===== config.mk =====
export PLATFORM = sky130hd
export DESIGN_NAME = pcie_rx_req_decoder_flat
export DESIGN_NICKNAME = d
export VERILOG_FILES = /design/src/rtl/pcie_rx_req_decoder_if.sv /design/src/rtl/pcie_rx_req_decoder.sv /design/src/flat_wrapper.sv
export SDC_FILE = /design/constraint.sdc
export NUM_CORES = 1
export LEC_CHECK = 0
export CAP_MARGIN = 40
export CORE_UTILIZATION = 45
export DETAILED_ROUTE_END_ITERATION = 16
export PLACE_DENSITY_LB_ADDON = 0.25
export SYNTH_ARGS = -nofsm -noshare
export SYNTH_HDL_FRONTEND = slang
export SYNTH_SLANG_ARGS = --single-unit

===== constraint.sdc =====
create_clock -name trn_clk -period 11.18 [get_ports trn_clk]
set_input_delay 2.236 -clock trn_clk [delete_from_list [all_inputs] [get_ports trn_clk]]
set_output_delay 2.236 -clock trn_clk [all_outputs]
set_load 0.05 [all_outputs]

===== src/rtl/pcie_rx_req_decoder_if.sv =====
// pcie_rx_req_decoder_if
//   Bundles the PCIe core TRN receive port and the decoded request port of
//   pcie_rx_req_decoder.
//   slave  : decoder side (consumes TRN beats, produces requests)
//   master : core/application side (produces TRN beats, consumes requests)
interface pcie_rx_req_decoder_if;
  // TRN receive side
  logic        trn_rsof_n;
  logic        trn_reof_n;
  logic [63:0] trn_rd;
  logic        trn_rrem_n;
  logic        trn_rsrc_rdy_n;
  logic        trn_rdst_rdy_n;
  logic        trn_rsrc_dsc_n;
  logic        trn_rerrfwd_n;
  logic [6:0]  trn_rbar_hit_n;
  // decoded request side
  logic        req_valid;
  logic        req_ready;
  logic        req_is_write;
  logic [9:0]  req_addr;
  logic [31:0] req_data;
  logic [15:0] req_rid;
  logic [7:0]  req_tag;
  logic [3:0]  req_be;
  logic [15:0] drop_count;

  modport slave (
    input  trn_rsof_n, trn_reof_n, trn_rd, trn_rrem_n, trn_rsrc_rdy_n,
           trn_rsrc_dsc_n, trn_rerrfwd_n, trn_rbar_hit_n, req_ready,
    output trn_rdst_rdy_n, req_valid, req_is_write, req_addr, req_data,
           req_rid, req_tag, req_be, drop_count
  );

  modport master (
    output trn_rsof_n, trn_reof_n, trn_rd, trn_rrem_n, trn_rsrc_rdy_n,
           trn_rsrc_dsc_n, trn_rerrfwd_n, trn_rbar_hit_n, req_ready,
    input  trn_rdst_rdy_n, req_valid, req_is_write, req_addr, req_data,
           req_rid, req_tag, req_be, drop_count
  );
endinterface


===== src/rtl/pcie_rx_req_decoder.sv =====
// pcie_rx_req_decoder
//   Parses 64-bit TRN receive beats and turns single-DW MWr/MRd TLPs that hit
//   an enabled BAR into request words held in a 2-entry FIFO. Every other TLP
//   is discarded and (optionally) counted.
// Ports:
//   trn_clk   : core user clock
//   trn_reset : synchronous active-high reset
//   bus       : pcie_rx_req_decoder_if.slave (TRN rx beats in, requests out)
// Parameters:
//   BAR_MASK  : BARs whose hit accepts a TLP (bit 0 = BAR0)
// Build option:
//   PCIE_RX_DROP_STATS_EN : when defined, drop_count is a saturating count of
//                           discarded TLPs; otherwise drop_count is tied to 0.
module pcie_rx_req_decoder #(
  parameter logic [6:0] BAR_MASK = 7'b0000001
) (
  input logic                   trn_clk,
  input logic                   trn_reset,
  pcie_rx_req_decoder_if.slave  bus
);

  typedef enum logic [1:0] {IDLE, HDR2, DATA4, DISCARD} state_t;

  typedef struct packed {
    logic        is_write;
    logic [9:0]  addr;
    logic [31:0] data;
    logic [15:0] rid;
    logic [7:0]  tag;
    logic [3:0]  be;
  } req_t;

  state_t      state_q, state_d;
  logic        drop_q;            // header already disqualifies this TLP
  logic        wr_q;              // fmt[1]: MWr
  logic        dw4_q;             // fmt[0]: 4DW header
  logic [15:0] rid_q;
  logic [7:0]  tag_q;
  logic [3:0]  be_q;
  logic [9:0]  addr_q;            // 4DW MWr address held for the DATA4 beat

  req_t        fifo_q [2];
  logic        rd_ptr_q, wr_ptr_q;
  logic [1:0]  cnt_q, cnt_d;
  logic        rdy_n_q;

  logic        xfer, sof, eof, err, abort, hdr_ok, drop_now, good, pop;
  logic        push_c, drop_c;
  req_t        ent;

  assign xfer  = !bus.trn_rsrc_rdy_n && !rdy_n_q;
  assign sof   = !bus.trn_rsof_n;
  assign eof   = !bus.trn_reof_n;
  assign err   = !bus.trn_rerrfwd_n;
  // Discontinue is honoured whether or not a beat transfers.
  assign abort = !bus.trn_rsrc_dsc_n && (state_q != IDLE);

  // All four fmt codes are legal single-DW memory requests, so fmt needs no check.
  assign hdr_ok = (bus.trn_rd[60:56] == 5'd0) && (bus.trn_rd[41:32] == 10'd1) &&
                  (|(~bus.trn_rbar_hit_n & BAR_MASK)) && !err;
  assign drop_now = drop_q || err;
  // Final-beat shape: 3DW MWr needs both DWs, 4DW MWr must not end here.
  assign good = !drop_now && !(dw4_q && wr_q) && !(!dw4_q && wr_q && bus.trn_rrem_n);

  always_comb begin
    state_d      = state_q;
    push_c       = 1'b0;
    drop_c       = 1'b0;
    ent.is_write = wr_q;
    ent.addr     = addr_q;
    ent.data     = '0;
    ent.rid      = rid_q;
    ent.tag      = tag_q;
    ent.be       = be_q;
    case (state_q)
      IDLE: if (xfer && sof) begin
        if (eof) drop_c = 1'b1;            // single-beat TLP is malformed
        else     state_d = HDR2;
      end
      HDR2: if (xfer) begin
        ent.addr = dw4_q ? bus.trn_rd[11:2] : bus.trn_rd[43:34];
        ent.data = (wr_q && !dw4_q) ? bus.trn_rd[31:0] : 32'h0;
        if (eof) begin
          state_d = IDLE;
          push_c  = good;
          drop_c  = !good;
        end else begin
          state_d = (dw4_q && wr_q && !drop_now) ? DATA4 : DISCARD;
        end
      end
      DATA4: if (xfer) begin
        ent.data = bus.trn_rd[63:32];
        if (eof) begin
          state_d = IDLE;
          push_c  = !err;
          drop_c  = err;
        end else begin
          state_d = DISCARD;
        end
      end
      DISCARD: if (xfer && eof) begin
        state_d = IDLE;
        drop_c  = 1'b1;
      end
      default: state_d = IDLE;
    endcase
    if (abort) begin
      state_d = IDLE;
      push_c  = 1'b0;
      drop_c  = 1'b1;
    end
  end

  assign pop   = (cnt_q != 2'd0) && bus.req_ready;
  assign cnt_d = cnt_q + {1'b0, push_c} - {1'b0, pop};

  always_ff @(posedge trn_clk) begin
    if (trn_reset) begin
      state_q   <= IDLE;
      drop_q    <= 1'b0;
      wr_q      <= 1'b0;
      dw4_q     <= 1'b0;
      rid_q     <= '0;
      tag_q     <= '0;
      be_q      <= '0;
      addr_q    <= '0;
      fifo_q[0] <= '0;
      fifo_q[1] <= '0;
      rd_ptr_q  <= 1'b0;
      wr_ptr_q  <= 1'b0;
      cnt_q     <= '0;
      rdy_n_q   <= 1'b1;
    end else begin
      state_q <= state_d;
      if (state_q == IDLE && xfer && sof) begin
        wr_q   <= bus.trn_rd[62];
        dw4_q  <= bus.trn_rd[61];
        rid_q  <= bus.trn_rd[31:16];
        tag_q  <= bus.trn_rd[15:8];
        be_q   <= bus.trn_rd[3:0];
        drop_q <= !hdr_ok;
      end
      if (state_q == HDR2 && xfer) addr_q <= ent.addr;
      if (push_c) begin
        fifo_q[wr_ptr_q] <= ent;
        wr_ptr_q         <= ~wr_ptr_q;
      end
      if (pop) rd_ptr_q <= ~rd_ptr_q;
      cnt_q   <= cnt_d;
      // Back-pressure from the post-update occupancy so a full FIFO never sees a beat.
      rdy_n_q <= (cnt_d == 2'd2);
    end
  end

  assign bus.trn_rdst_rdy_n = rdy_n_q;
  assign bus.req_valid      = (cnt_q != 2'd0);
  assign bus.req_is_write   = fifo_q[rd_ptr_q].is_write;
  assign bus.req_addr       = fifo_q[rd_ptr_q].addr;
  assign bus.req_data       = fifo_q[rd_ptr_q].data;
  assign bus.req_rid        = fifo_q[rd_ptr_q].rid;
  assign bus.req_tag        = fifo_q[rd_ptr_q].tag;
  assign bus.req_be         = fifo_q[rd_ptr_q].be;

`ifdef PCIE_RX_DROP_STATS_EN
  logic [15:0] drop_cnt_q;
  always_ff @(posedge trn_clk) begin
    if (trn_reset)                            drop_cnt_q <= '0;
    else if (drop_c && drop_cnt_q != 16'hFFFF) drop_cnt_q <= drop_cnt_q + 16'd1;
  end
  assign bus.drop_count = drop_cnt_q;
`else
  logic unused_drop;
  assign unused_drop    = drop_c;
  assign bus.drop_count = 16'h0;
`endif

endmodule


===== src/flat_wrapper.sv =====
// flat-port wrapper written by rule: the top's interface ports become plain ports
module pcie_rx_req_decoder_flat 
#(
  parameter logic [6:0] BAR_MASK = 7'b0000001
)
  (trn_clk, trn_reset, bus_trn_rsof_n, bus_trn_reof_n, bus_trn_rd, bus_trn_rrem_n, bus_trn_rsrc_rdy_n, bus_trn_rsrc_dsc_n, bus_trn_rerrfwd_n, bus_trn_rbar_hit_n, bus_req_ready, bus_trn_rdst_rdy_n, bus_req_valid, bus_req_is_write, bus_req_addr, bus_req_data, bus_req_rid, bus_req_tag, bus_req_be, bus_drop_count);
  pcie_rx_req_decoder_if bus_i ();
  input logic trn_clk;
  input logic trn_reset;
  input wire logic [$bits(bus_i.trn_rsof_n)-1:0] bus_trn_rsof_n;
  input wire logic [$bits(bus_i.trn_reof_n)-1:0] bus_trn_reof_n;
  input wire logic [$bits(bus_i.trn_rd)-1:0] bus_trn_rd;
  input wire logic [$bits(bus_i.trn_rrem_n)-1:0] bus_trn_rrem_n;
  input wire logic [$bits(bus_i.trn_rsrc_rdy_n)-1:0] bus_trn_rsrc_rdy_n;
  input wire logic [$bits(bus_i.trn_rsrc_dsc_n)-1:0] bus_trn_rsrc_dsc_n;
  input wire logic [$bits(bus_i.trn_rerrfwd_n)-1:0] bus_trn_rerrfwd_n;
  input wire logic [$bits(bus_i.trn_rbar_hit_n)-1:0] bus_trn_rbar_hit_n;
  input wire logic [$bits(bus_i.req_ready)-1:0] bus_req_ready;
  output wire logic [$bits(bus_i.trn_rdst_rdy_n)-1:0] bus_trn_rdst_rdy_n;
  output wire logic [$bits(bus_i.req_valid)-1:0] bus_req_valid;
  output wire logic [$bits(bus_i.req_is_write)-1:0] bus_req_is_write;
  output wire logic [$bits(bus_i.req_addr)-1:0] bus_req_addr;
  output wire logic [$bits(bus_i.req_data)-1:0] bus_req_data;
  output wire logic [$bits(bus_i.req_rid)-1:0] bus_req_rid;
  output wire logic [$bits(bus_i.req_tag)-1:0] bus_req_tag;
  output wire logic [$bits(bus_i.req_be)-1:0] bus_req_be;
  output wire logic [$bits(bus_i.drop_count)-1:0] bus_drop_count;
  assign bus_i.trn_rsof_n = bus_trn_rsof_n;
  assign bus_i.trn_reof_n = bus_trn_reof_n;
  assign bus_i.trn_rd = bus_trn_rd;
  assign bus_i.trn_rrem_n = bus_trn_rrem_n;
  assign bus_i.trn_rsrc_rdy_n = bus_trn_rsrc_rdy_n;
  assign bus_i.trn_rsrc_dsc_n = bus_trn_rsrc_dsc_n;
  assign bus_i.trn_rerrfwd_n = bus_trn_rerrfwd_n;
  assign bus_i.trn_rbar_hit_n = bus_trn_rbar_hit_n;
  assign bus_i.req_ready = bus_req_ready;
  assign bus_trn_rdst_rdy_n = bus_i.trn_rdst_rdy_n;
  assign bus_req_valid = bus_i.req_valid;
  assign bus_req_is_write = bus_i.req_is_write;
  assign bus_req_addr = bus_i.req_addr;
  assign bus_req_data = bus_i.req_data;
  assign bus_req_rid = bus_i.req_rid;
  assign bus_req_tag = bus_i.req_tag;
  assign bus_req_be = bus_i.req_be;
  assign bus_drop_count = bus_i.drop_count;
  pcie_rx_req_decoder #(.BAR_MASK(BAR_MASK)) u_core (.trn_clk(trn_clk), .trn_reset(trn_reset), .bus(bus_i));
endmodule

==> run metrics <==
status=finished, final reports clean; post-synthesis average cell area=about 12 um^2; number of synthesized register bits=191; Synth Area in Simple Gates=0.154; CP endpoint kind=output port; setup_tns=0 ns; first-pass GRT wire length=31700 um; crit path kind=register to output port; mux cell area share after synthesis=0.106; CTS tree=done; largest net degree at the start of global routing=between 50 and 60; Clk pwr share=0.294; antenna-violating nets left=0; H-tree depth=4; Top delay family on crit path=buffers and inverters; post-layout min period=4.81 ns; switching power=roughly 0.66 mW; Sink Count=191; Antenna diodes=0; Top Ports=~170; WL final=about 21000 um; Tightest Pin Transition=between 0.6 and 0.7 ns; Ys Warns=0; Rows=50; Int Power=~1.3 mW; fin crit share=0.430; hpwl dp=13300 um; PortBufs=146; Num CTS Buffers=17; post-layout instance area=10800 um^2; Fmax=0.208 GHz; hold buffers post-CTS=0; WL met2=9720 um; vias in the first global route=~5700; Buf/Inv on CP=2; GP Congestion=0.807; Post-Syn Area=8560 um^2; adder-cell share of the synthesized area=0.00877; initial antenna violation count=1; Hold Crit Class=register to register; post-synth cell types=39; Hold Violations, Final=0; Lkg Pwr=~3.7 nW; Crit path largest cell delay=0.72 ns; Seq/Total Area, Yosys=0.613; Via density=5.31; gr ovfl total=0; die width=140 um; die area=19600 um^2; Die Ht=140 um; placed inst area=10200 um^2; PostCTS Resize Cnt=0; RSZ-0062 raised after global routing=false; total global-route track usage=0.216; switch share=0.330; Core ar.=18700 um^2; combinational share of power=0.289; highest metal used=met5; worst slack, placed=5.97 ns; clock skew=0.00605 ns; slowest stage cell on the critical path=clkdlybuf4s50_1; starting density of the core=0.458; Seq pwr share=0.417; crit path max fanout=37; fin. max-slew vios=0; met3 WL=between 1000 and 1500 um; pwr dens=185 nW/um^2; synthesized instance count=732; # DRC=0; xor and xnor area share after synthesis=0.00307; post-synthesis compound-gate area fraction=0.0716; Final setup viols=0; Pwr Total=2.00 mW; Slew headroom=0.541; wire per inst=18.8 um; DR pass1 iterations=5; Required @ worst endpoint=8.94 ns; area grow syn2layout=26.3%; Root Driver=clkbuf_16; postcts setup bufs=0; detailed-route wire length on metal 1=between 9000 and 10000 um; Worst-path clk slew=0.07 ns; critical path cell sequence=buf_12 > mux2_2 > clkdlybuf4s50_1; Clock Path Buffers=2; nets@finish=around 950; Max VDD drop=~0.00011 V; Final WS setup=6.37 ns; main combinational cell family by area after synthesis=simple AND/OR/NAND/NOR gates; Critical Path Start Type=register; drt initial violations=345; fin util=0.578; Clock Latency Late Sink=0.42 ns; maxcap violations=0; via count=between 5000 and 6000; WP data arrival=2.58 ns; layout cells sized above 1=0.150
layer usage:
layer	global-route usage	up-vias
met1	0.302	2854
li1	-	2801
met4	0.0931	2
met3	0.0393	37
met5	0	-
met2	0.331	194
layout by cell type (no fill, tap or decap), drive strengths merged, types with 16 or more instances in the layout:
| cell type | count |
|---|---|
| edfxtp | 142 |
| mux2 | 72 |
| conb | 16 |
| and2 | 60 |
| buf | 17 |
| clkbuf | 21 |
| clkdlybuf4s50 | 145 |
| a21oi | 32 |
| a32o | 32 |
| nor2 | 101 |
| nand2 | 108 |
| dfxtp | 49 |
final timing paths:
path                     startpoint                    to  slack [ns]  cells after the start
hold / removal       u_core.be_q[3]        u_core.be_q[3]        0.46                      2
setup / recovery           register       bus_req_addr[5]        6.37                      3
setup reg to reg  u_core.state_q[0]  u_core.fifo_q[0][51]        7.92                      8
hold reg to reg      u_core.be_q[3]        u_core.be_q[3]        0.46                      2
area by class of cell:
cell class	count	area (um^2)
Multi-Input combinational cell	482	3040
Timing Repair Buffer	162	1620
Clock inverter	11	108
Inverter	8	30.0
Tap cell	234	293
Sequential cell	191	5250
Fill cell	1607	7890
Clock buffer	21	470
cells by family after synthesis:
logic type                 after synthesis
AOI/OAI and AO/OA                       86
and+or+nand+nor                        289
muxes                                   82
DFF                                    191
buffers and inverters                   74
xor gates and xnor gates                 3
adders and majority gates                6
other                                    1
registers in the layout (all words and copies together), names as in the netlist, named ones only:
signal	cells
u_core.cnt_q	2
u_core.fifo_q	142
u_core.addr_q	10
u_core.be_q	4
u_core.rid_q	16
u_core.wr_q	1
u_core.rd_ptr_q	1
u_core.state_q	2
u_core.drop_q	1
u_core.dw4_q	1
u_core.wr_ptr_q	1
u_core.tag_q	8
u_core.bus.trn_rdst_rdy_n	1
power by group through the flow:
stage	clock [mW]	combinational [mW]	sequential [mW]
4_1_cts	0.598	0.583	0.837
3_5_place_dp	0	0.580	0.852
3_3_place_gp	0	0.555	0.870
2_1_floorplan	0	0.404	0.835
6_report	0.589	0.579	0.836
5_1_grt	0.624	0.608	0.842
synthesized netlist by cell type:
library cell | count | area [um^2]
a2111oi_0 | 1 | 8.76
a21o_1 | 1 | 7.51
a21oi_1 | 32 | 160
a221oi_1 | 1 | 8.76
a2bb2oi_1 | 1 | 8.76
a31o_2 | 1 | 8.76
a31oi_1 | 1 | 6.26
a32o_1 | 32 | 320
and2_1 | 60 | 375
and4b_1 | 1 | 10.0
buf_1 | 2 | 7.51
buf_2 | 2 | 10.0
buf_4 | 19 | 143
buf_6 | 2 | 22.5
clkbuf_1 | 41 | 154
conb_1 | 1 | 3.75
dfxtp_1 | 49 | 981
edfxtp_1 | 142 | 4260
ha_1 | 6 | 75.1
inv_1 | 8 | 30.0
mux2_2 | 72 | 811
mux2i_1 | 10 | 100
nand2_1 | 108 | 405
nand4_1 | 2 | 12.5
nor2_1 | 101 | 379
nor2b_1 | 2 | 12.5
nor3_1 | 4 | 20.0
nor3b_1 | 2 | 15.0
nor4_1 | 3 | 18.8
nor4_4 | 2 | 42.5
o21ai_0 | 14 | 70.1
o22ai_1 | 1 | 6.26
o31ai_1 | 1 | 7.51
or2_2 | 1 | 6.26
or3_1 | 1 | 6.26
or3_4 | 1 | 11.3
or4_1 | 1 | 7.51
xnor2_1 | 2 | 17.5
xor2_1 | 1 | 8.76
worst register-to-register path, stage by stage, from the launching register on:
cell	delay, ns
dfxtp_1	0.40
inv_1	0.09
ha_1	0.28
buf_4	0.36
nand2_1	0.16
or3_4	0.41
o31ai_4	0.42
buf_4	0.50
buf_12	0.30
metrics by stage:
step,std cells,hold slack [ns]
2_1_floorplan,747,0.440
3_3_place_gp,1074,0.446
3_5_place_dp,1077,0.451
4_1_cts,1109,0.461
5_1_grt,1109,0.482
6_report,1109,0.461
Note: power is estimated with default switching activity, not from simulation.
